--- src/rtl/alu_mdu.sv ---
// Handshaked execute unit: single-cycle ALU/branch compare plus an iterative
// radix-2 multiply/divide datapath shared behind a valid/ready interface.
module alu_mdu #(
  parameter int XLEN = 32,
  parameter int SHW  = $clog2(XLEN)
) (
  input  logic            clk,
  input  logic            rst_n,
  input  logic            in_valid,
  output logic            in_ready,
  input  logic [4:0]      op,
  input  logic [XLEN-1:0] a,
  input  logic [XLEN-1:0] b,
  output logic            out_valid,
  input  logic            out_ready,
  output logic [XLEN-1:0] result,
  output logic            branch_en,
  output logic            busy
);

  typedef enum logic [1:0] {IDLE, CALC, DONE} state_e;

  typedef enum logic [4:0] {
    OP_ADD    = 5'd0,  OP_SUB  = 5'd1,  OP_AND  = 5'd2,  OP_OR   = 5'd3,
    OP_XOR    = 5'd4,  OP_SLL  = 5'd5,  OP_SRL  = 5'd6,  OP_SRA  = 5'd7,
    OP_SLT    = 5'd8,  OP_SLTU = 5'd9,  OP_BEQ  = 5'd10, OP_BNE  = 5'd11,
    OP_BLT    = 5'd12, OP_BGE  = 5'd13, OP_BLTU = 5'd14, OP_BGEU = 5'd15,
    OP_MUL    = 5'd16, OP_MULH = 5'd17, OP_MULHSU = 5'd18, OP_MULHU = 5'd19,
    OP_DIV    = 5'd20, OP_DIVU = 5'd21, OP_REM  = 5'd22, OP_REMU = 5'd23
  } op_e;

  localparam int CW = $clog2(XLEN + 1);
  localparam logic [XLEN-1:0] MIN_NEG = {1'b1, {(XLEN-1){1'b0}}};

  state_e            state_q;
  logic [4:0]        op_q;
  logic [XLEN-1:0]   result_q;
  logic              branch_q;
  logic [CW-1:0]     cnt_q;
  logic [2*XLEN-1:0] acc_q;
  logic [XLEN-1:0]   opnd_q;
  logic              neg_q;
  logic              rneg_q;

  assign in_ready  = (state_q == IDLE);
  assign busy      = (state_q == CALC);
  assign out_valid = (state_q == DONE);
  assign result    = result_q;
  assign branch_en = branch_q;

  // Single-cycle ALU and branch compare
  logic [XLEN-1:0] alu_res;
  logic            alu_br;
  logic [SHW-1:0]  shamt;
  logic            eq, lt_s, lt_u;

  always_comb begin
    shamt   = b[SHW-1:0];
    eq      = (a == b);
    lt_s    = ($signed(a) < $signed(b));
    lt_u    = (a < b);
    alu_res = '0;
    alu_br  = 1'b0;
    case (op)
      OP_ADD:  alu_res = a + b;
      OP_SUB:  alu_res = a - b;
      OP_AND:  alu_res = a & b;
      OP_OR:   alu_res = a | b;
      OP_XOR:  alu_res = a ^ b;
      OP_SLL:  alu_res = a << shamt;
      OP_SRL:  alu_res = a >> shamt;
      OP_SRA:  alu_res = $unsigned($signed(a) >>> shamt);
      OP_SLT:  alu_res = {{(XLEN-1){1'b0}}, lt_s};
      OP_SLTU: alu_res = {{(XLEN-1){1'b0}}, lt_u};
      OP_BEQ:  alu_br  = eq;
      OP_BNE:  alu_br  = ~eq;
      OP_BLT:  alu_br  = lt_s;
      OP_BGE:  alu_br  = ~lt_s;
      OP_BLTU: alu_br  = lt_u;
      OP_BGEU: alu_br  = ~lt_u;
      default: ;
    endcase
  end

  // Operand conditioning for multiply/divide at accept
  logic            is_mdu, is_div, sgn_a, sgn_b, a_neg, b_neg;
  logic            div_zero, div_ovf;
  logic [XLEN-1:0] a_mag, b_mag, spec_res;

  always_comb begin
    is_mdu   = op[4] & ~op[3];
    is_div   = is_mdu & op[2];
    sgn_a    = (op == OP_MULH) || (op == OP_MULHSU) || (op == OP_DIV) || (op == OP_REM);
    sgn_b    = (op == OP_MULH) || (op == OP_DIV) || (op == OP_REM);
    a_neg    = sgn_a & a[XLEN-1];
    b_neg    = sgn_b & b[XLEN-1];
    a_mag    = a_neg ? -a : a;
    b_mag    = b_neg ? -b : b;
    div_zero = is_div && (b == '0);
    div_ovf  = ((op == OP_DIV) || (op == OP_REM)) && (a == MIN_NEG) && (b == '1);
    // op[1] distinguishes remainder from quotient within 20..23
    if (div_zero)     spec_res = op[1] ? a : '1;
    else if (div_ovf) spec_res = op[1] ? '0 : MIN_NEG;
    else              spec_res = alu_res;
  end

  // One radix-2 step: acc = {hi, lo}; multiply shifts right, divide shifts left
  logic [XLEN:0]     mul_sum, div_shift, div_diff;
  logic [2*XLEN-1:0] acc_nx, prod;
  logic [XLEN-1:0]   quo, rem, fin_res;

  always_comb begin
    mul_sum   = {1'b0, acc_q[2*XLEN-1:XLEN]} + (acc_q[0] ? {1'b0, opnd_q} : '0);
    div_shift = {acc_q[2*XLEN-1:XLEN], acc_q[XLEN-1]};
    div_diff  = div_shift - {1'b0, opnd_q};
    if (op_q[2]) begin
      if (!div_diff[XLEN]) acc_nx = {div_diff[XLEN-1:0], acc_q[XLEN-2:0], 1'b1};
      else                 acc_nx = {div_shift[XLEN-1:0], acc_q[XLEN-2:0], 1'b0};
    end else begin
      acc_nx = {mul_sum, acc_q[XLEN-1:1]};
    end
    prod = neg_q ? -acc_nx : acc_nx;
    quo  = neg_q ? -acc_nx[XLEN-1:0] : acc_nx[XLEN-1:0];
    rem  = rneg_q ? -acc_nx[2*XLEN-1:XLEN] : acc_nx[2*XLEN-1:XLEN];
    case (op_q)
      OP_MUL:                       fin_res = prod[XLEN-1:0];
      OP_MULH, OP_MULHSU, OP_MULHU: fin_res = prod[2*XLEN-1:XLEN];
      OP_DIV, OP_DIVU:              fin_res = quo;
      OP_REM, OP_REMU:              fin_res = rem;
      default:                      fin_res = '0;
    endcase
  end

  always_ff @(posedge clk or negedge rst_n) begin
    if (!rst_n) begin
      state_q  <= IDLE;
      op_q     <= '0;
      result_q <= '0;
      branch_q <= 1'b0;
      cnt_q    <= '0;
      acc_q    <= '0;
      opnd_q   <= '0;
      neg_q    <= 1'b0;
      rneg_q   <= 1'b0;
    end else begin
      case (state_q)
        IDLE: if (in_valid) begin
          op_q <= op;
          if (is_mdu && !div_zero && !div_ovf) begin
            acc_q   <= {{XLEN{1'b0}}, (is_div ? a_mag : b_mag)};
            opnd_q  <= is_div ? b_mag : a_mag;
            neg_q   <= a_neg ^ b_neg;
            rneg_q  <= a_neg;
            cnt_q   <= CW'(XLEN);
            state_q <= CALC;
          end else begin
            result_q <= spec_res;
            branch_q <= alu_br;
            state_q  <= DONE;
          end
        end
        CALC: begin
          acc_q <= acc_nx;
          cnt_q <= cnt_q - CW'(1);
          if (cnt_q == CW'(1)) begin
            result_q <= fin_res;
            branch_q <= 1'b0;
            state_q  <= DONE;
          end
        end
        DONE: if (out_ready) state_q <= IDLE;
        default: state_q <= IDLE;
      endcase
    end
  end

endmodule

--- config.mk ---
export PLATFORM = sky130hd
export DESIGN_NAME = alu_mdu
export DESIGN_NICKNAME = d
export VERILOG_FILES = /design/src/rtl/alu_mdu.sv
export SDC_FILE = /design/constraint.sdc
export NUM_CORES = 1
export LEC_CHECK = 0
export CAP_MARGIN = 0
export CORE_AREA = 3 3 246 224
export DETAILED_ROUTE_END_ITERATION = 16
export DIE_AREA = 0 0 249 227
export PLACE_DENSITY_LB_ADDON = 0.15
export SYNTH_ARGS = -nofsm -noshare
export SYNTH_HDL_FRONTEND = slang
export SYNTH_SLANG_ARGS = --single-unit
--- constraint.sdc ---
create_clock -name clk -period 10.4 [get_ports clk]
set_input_delay 1.56 -clock clk [delete_from_list [all_inputs] [get_ports clk]]
set_output_delay 1.56 -clock clk [all_outputs]
set_load 0.02 [all_outputs]
==> flow_metrics.env, run 1 <==
export IMPL_placed_cell_area_um2=25600
export IMPL_grt_pass1_wl_um=179000
export IMPL_post_route_period_util=0.723
export IMPL_drive_gt1_frac=0.0658
export IMPL_synth_top_cell_by_area="dfrtp_1"
export IMPL_syn_to_final_growth_pct=8.72
export IMPL_wl_um=124000
export IMPL_crit_family="compound AO/OA/AOI/OAI gates"
export IMPL_cpMostUsedCell="a211oi_1"
export IMPL_slew_headroom=0.113
export IMPL_fin_skew_ns=0.0153
export IMPL_synthesis_nets=3639
export IMPL_pin_count=109
export IMPL_vdd_ir_drop_worst_mv=0.175
export IMPL_viasPerCell=7.17
export IMPL_cts_made_buffers=17
export IMPL_yosysSeqAreaShare=0.149
export IMPL_slowest_delay_ns=1.02
export IMPL_reg2reg_from="acc_q[31]"
export IMPL_avgRoutedWirePerCell_um=30.6
export IMPL_fp_dieW_um=249
export IMPL_global_route_usage_total=0.421
export IMPL_max_clock_path_buffers=2
export IMPL_yosys_area_top_type_share=0.149
export IMPL_yosys_warnings=0
export IMPL_core_area_um2=52800
export IMPL_route_met3_wl_um=19700
export IMPL_place_congestion=1.07
export IMPL_synth_ff_type="dfrtp_1"
export IMPL_htree_num_levels=4
export IMPL_antenna_left=0
export IMPL_grt_max_degree=93
export IMPL_p_per_area_nw_per_um2=275
export IMPL_clock_sinks=144
export IMPL_leakage_nw=10.6
export IMPL_drt_iter0_markers=5043
export IMPL_cp_start_kind="input port"
export IMPL_clk_pin_slew_ns=0.07
export IMPL_worst_setup_path_end_kind="flop"
export IMPL_antennaDiodeCount=0
export IMPL_regToRegEndpoint="result[30]"
export IMPL_cts_hold_buf=0
export IMPL_fin_cells=4057
export IMPL_maxCapViolCount=0
export IMPL_clock_root_buffer="clkbuf_16"
export IMPL_async_flop_share=1.00
export IMPL_arrival_ns=7.82
export IMPL_postCtsResizedCells=0
export IMPL_fp_row_count=80
export IMPL_tns_ns=0
export IMPL_die_h_um=227
export IMPL_startpoint="b[1]"
export IMPL_synth_edff_count=0
export IMPL_syn_instance_count=3394
export IMPL_status="finished clean"
export IMPL_final_area_um2=26200
export IMPL_setup_viol=0
export IMPL_hold_class="flop to flop"
export IMPL_dp_hpwl_um=96300
export IMPL_max_clock_freq_ghz=0.133
export IMPL_dieArea_um2=56500
export IMPL_initial_utilization=0.458
export IMPL_path_buf_inv=3
export IMPL_worstPathRequired_ns=10.70
export IMPL_critPathSlowestCell="o311ai_0"
export IMPL_antenna_found_initial=3
export IMPL_cts_tree="done"
export IMPL_via_count=29100
export IMPL_grt_pass1_vias=26000
export IMPL_tightest_slew_ns=1.30
export IMPL_endpoint="result[27]"
export IMPL_r2r_slack_ns=3.23
export IMPL_worstPathCellList="buf_2 > buf_4 > inv_1 > ha_1 > o21bai_1 > a21oi_1 > o311ai_0 > nand4_1 > nand3_1 > a211oi_1 > o41ai_1 > a211oi_1 > xor2_1 > a221oi_1 > nor2_1 > a2111oi_0 > a31oi_1"
export IMPL_finalHoldViolCount=0
export IMPL_critical_path_depth=17
export IMPL_fin_ws_ns=2.88
export IMPL_ys_types=115
export IMPL_dp_cells=4025
export IMPL_cts_setup_buffers=0
export IMPL_min_period_ns=7.52
export IMPL_total_power_mw=7.23
export IMPL_drt_first_pass_iters=9
export IMPL_place_ws_ns=2.94
export IMPL_io_buffers=108
export IMPL_dr_wl_met2_um=48000
export IMPL_overflow=0
export IMPL_worstSetupPathType="input port to flop"
export IMPL_rsz0062_at_grt="no"
export IMPL_nets=3592
export IMPL_clock_latency_ns=0.46
export IMPL_m1WireLength_um=52300
export IMPL_netlist_top_cells_area="dfrtp_1, ha_1, a21oi_1, o21ai_0, nor2_1"
export IMPL_drcViolationCount=0
export IMPL_ff2ff_path_depth=22
export IMPL_crit_fanout=29
export IMPL_routed_top_layer="met5"
export IMPL_synth_area_per_cell_um2=7.11
export IMPL_synth_area_um2=24100
export IMPL_synth_seq_cells=144
export IMPL_slew_viol_final=0
cells in the final DEF (no fill, tap or decap), drive strengths merged, types with 21 or more instances in the layout:
cell,count
nor2,364
nand2,342
a21oi,342
o21ai,288
ha,168
inv,154
dfrtp,144
xnor2,115
clkdlybuf4s50,102
mux2i,82
nor3,79
buf,64
nand3,60
o211ai,55
a211oi,54
a21o,50
o221ai,50
and2,48
xor2,47
nand4,44
a31oi,41
nor4,39
a221oi,38
o31ai,35
and3,34
o21bai,33
or3,33
o22ai,31
mux4,29
nand2b,28
clkbuf,22
o21a,21
per-stage QoR:
step	hold slack, ns	utilization
floorplan	0.463	-
global placement	0.484	0.486
CTS	0.509	0.498
detailed placement	0.486	0.486
finish	0.507	0.498
global route	0.540	0.498
cells by family (layout without fill, tap and decap cells):
logic type / after synthesis / in the layout / share of synthesized area
buffers and inverters: 388 / 354 / 0.0636
and+or+nand+nor: 1150 / 1150 / 0.226
muxes: 125 / 125 / 0.0676
AOI/OAI and AO/OA: 1253 / 1253 / 0.344
DFF: 144 / 144 / 0.149
xor gates and xnor gates: 162 / 162 / 0.0588
adders and majority gates: 172 / 172 / 0.0904
worst min-delay path, delay by kind of cell (launching register included):
kind	cells	cell delay, ns
flip-flops	1	0.36
AO/OA/AOI/OAI	1	0.06
AND/OR/NAND/NOR	1	0.05
state kept, by name (all words and copies together) (netlist names):
signal / count
opnd_q: 32
rneg_q: 1
result: 32
acc_q: 64
state_q: 2
neg_q: 1
cnt_q: 6
branch_en: 1
op_q: 5
layer usage:
layer | vias up | GRT usage
met2 | 2257 | 0.575
met3 | 279 | 0.159
met1 | 14000 | 0.614
li1 | 12500 | -
met5 | - | 0.00816
met4 | 8 | 0.108
synthesized netlist by cell type, drive strengths merged (57+ instances only):
library cell	count
a21oi	342
buf	57
clkbuf	175
dfrtp	144
ha	168
inv	151
mux2i	82
nand2	342
nand3	60
nor2	364
nor3	79
o21ai	288
xnor2	115
how the worst min path moves through the flow:
stage	from	slack [ns]	endpoint	cells past startpoint
3_5_place_dp	result[1]	0.49	result[1]	1
5_1_grt	opnd_q[30]	0.54	opnd_q[30]	2
4_1_cts	result[6]	0.51	result[6]	2
6_report	opnd_q[30]	0.51	opnd_q[30]	2
3_3_place_gp	result[6]	0.48	result[6]	2
2_1_floorplan	opnd_q[7]	0.46	opnd_q[7]	2
layout make-up:
| cell class | instances | area [µm²] |
|---|---|---|
| multi-input combinational | 2862 | 19100 |
| tap | 697 | 872 |
| clock inverter | 10 | 153 |
| inverter | 156 | 586 |
| fill | 5260 | 26500 |
| clock buffer | 22 | 464 |
| sequential | 144 | 3610 |
| timing repair buffer | 166 | 1490 |
power by group:
group / internal [mW] / leakage, nW / switching [mW]
clock: 0.395 / 0.297 / 0.283
sequential: 0.808 / 1.83 / 0.372
combinational: 1.82 / 8.52 / 3.55
Note: power is estimated with default switching activity, not from simulation.
==> run 2: changes to the inputs <==
==> constraint.sdc (replaced) <==
create_clock -name clk -period 7.36 [get_ports clk]
set_input_delay 1.104 -clock clk [delete_from_list [all_inputs] [get_ports clk]]
set_output_delay 1.104 -clock clk [all_outputs]
set_load 0.02 [all_outputs]
==> run 2 against run 1 <==
Clock-buffer cell count is 4 lower. Via count grew 1.1%. Register-to-register slack lost 2.3 ns. Critical endpoint is now result[0]. Power rose by 43%. Clock power grew 39%. Combinational power up 44%. Critical path type unchanged.
==> flow_metrics.env, run 2 (same netlist as run 1, synthesis figures left out) <==
export IMPL_drt_iter0_markers=5545
export IMPL_max_clock_path_buffers=2
export IMPL_pin_count=109
export IMPL_nets=3620
export IMPL_syn_to_final_growth_pct=9.55
export IMPL_maxCapViolCount=0
export IMPL_cts_made_buffers=17
export IMPL_clock_root_buffer="clkbuf_16"
export IMPL_finalHoldViolCount=0
export IMPL_viasPerCell=7.19
export IMPL_final_common_cell="nor2_1"
export IMPL_final_cell_mix="nor2_1, nand2_1, a21oi_1"
export IMPL_tns_ns=0
export IMPL_min_period_ns=6.66
export IMPL_utilization=0.501
export IMPL_cts_tree="done"
export IMPL_antenna_left=0
export IMPL_max_clock_freq_ghz=0.150
export IMPL_crit_fanout=11
export IMPL_worstSetupPathType="input port to flop"
export IMPL_die_h_um=227
export IMPL_clock_latency_ns=0.45
export IMPL_dieArea_um2=56500
export IMPL_grt_use_met2=0.573
export IMPL_top_register="acc_q"
export IMPL_n_fill_cell=5245
export IMPL_initial_utilization=0.458
export IMPL_avgRoutedWirePerCell_um=31.1
export IMPL_post_route_period_util=0.904
export IMPL_cts_hold_buf=0
export IMPL_worstPathRequired_ns=7.69
export IMPL_grt_pass1_vias=26600
export IMPL_drcViolationCount=0
export IMPL_rsz0062_at_grt="no"
export IMPL_dp_hpwl_um=100000
export IMPL_vdd_ir_drop_worst_mv=0.279
export IMPL_status="finished clean"
export IMPL_wl_um=127000
export IMPL_drt_first_pass_iters=6
export IMPL_setup_viol=0
export IMPL_fp_dieW_um=249
export IMPL_multi_input_area_um2=19100
export IMPL_via_count=29400
export IMPL_slew_viol_final=0
export IMPL_slew_headroom=0.125
export IMPL_fp_row_count=80
export IMPL_met3_usage=0.168
export IMPL_cts_setup_buffers=0
export IMPL_core_area_um2=52800
export IMPL_tightest_slew_ns=1.30
export IMPL_grt_pass1_wl_um=183000
export IMPL_drive_gt1_frac=0.0738
export IMPL_leakage_nw=10.8
export IMPL_largest_reg_flops=64
export IMPL_fin_skew_ns=0.00993
export IMPL_antenna_found_initial=6
export IMPL_postCtsResizedCells=0
export IMPL_place_congestion=1.06
export IMPL_global_route_usage_met1=0.628
export IMPL_global_route_usage_total=0.431
export IMPL_arrival_ns=6.99
export IMPL_cp_start_kind="input port"
export IMPL_grt_busiest_layer="met1"
export IMPL_overflow=0
export IMPL_worst_setup_path_end_kind="flop"
export IMPL_htree_num_levels=4
export IMPL_clock_sinks=144
export IMPL_grt_max_degree=78
export IMPL_p_per_area_nw_per_um2=391
export IMPL_regArea_um2=3610
export IMPL_io_buffers=108
export IMPL_hold_class="flop to flop"
export IMPL_clk_pin_slew_ns=0.07
run 2: cell count changes in the layout (fill, tap and decap cells not counted), sizes merged:
| cell | previous run | this run |
|---|---|---|
| buf | 64 | 92 |
| clkbuf | 22 | 18 |
| clkinv | 8 | 9 |
| clkinvlp | 1 | 3 |
| diode | 0 | 1 |
| inv | 154 | 155 |
run 2: final cells by class:
class	count	area share
Clock buffer	18	0.0162
Antenna cell	1	0.0000946
Sequential cell	144	0.136
Tap cell	697	0.0330
Multi-Input combinational cell	2862	0.721
Inverter	156	0.0221
Clock inverter	14	0.00686
Timing Repair Buffer	194	0.0644
run 2: stage by stage:
| stage | power [mW] | std cells | hold WS, ns | area (µm²) | setup slack (ns) |
|---|---|---|---|---|---|
| after floorplan | 6.45 | 3394 | 0.463 | 24100 | 1.59 |
| after global placement | 8.90 | 4053 | 0.487 | 25800 | 0.831 |
| after detailed placement | 8.98 | 4053 | 0.490 | 25800 | 0.698 |
| after CTS | 9.98 | 4085 | 0.505 | 26400 | 1.13 |
| after global routing | 10.8 | 4085 | 0.530 | 26400 | 0.847 |
| final | 10.4 | 4086 | 0.503 | 26400 | 0.705 |
run 2: power breakdown:
group / internal (mW) / switching [mW]
Sequential: 1.14 / 0.520
Clock: 0.540 / 0.405
Combinational: 2.61 / 5.14
run 2: path summary, 6_finish.rpt:
| check | start | endpoint | slack, ns | cells past startpoint |
|---|---|---|---|---|
| setup / recovery | a[15] | result[0] | 0.70 | 14 |
| hold / removal | opnd_q[29] | opnd_q[29] | 0.50 | 2 |
| setup reg to reg | acc_q[0] | result[27] | 0.92 | 16 |
| hold reg to reg | opnd_q[29] | opnd_q[29] | 0.50 | 2 |
| max in group asynchronous | rst_n | op_q[2] | 5.09 | 2 |
| min in group asynchronous | rst_n | acc_q[60] | 0.63 | 1 |
run 2: worst max-delay path: stages:
cell and delay [ns]:
clkdlybuf4s50_1 0.76, inv_1 0.19, ha_1 0.49, or3_1 0.48, or4_1 0.52, nor4_1 0.69, o21ai_0 0.56, a21boi_0 0.59
o31ai_1 0.21, o31ai_1 0.38, a21oi_1 0.20, a2111oi_0 0.50, or2_2 0.24, a21oi_1 0.07
run 2: layer usage:
layer	wire, µm	vias up
met5	142	-
met4	4470	8
met3	20300	299
met2	48000	2328
met1	54000	14100
li1	-	12600
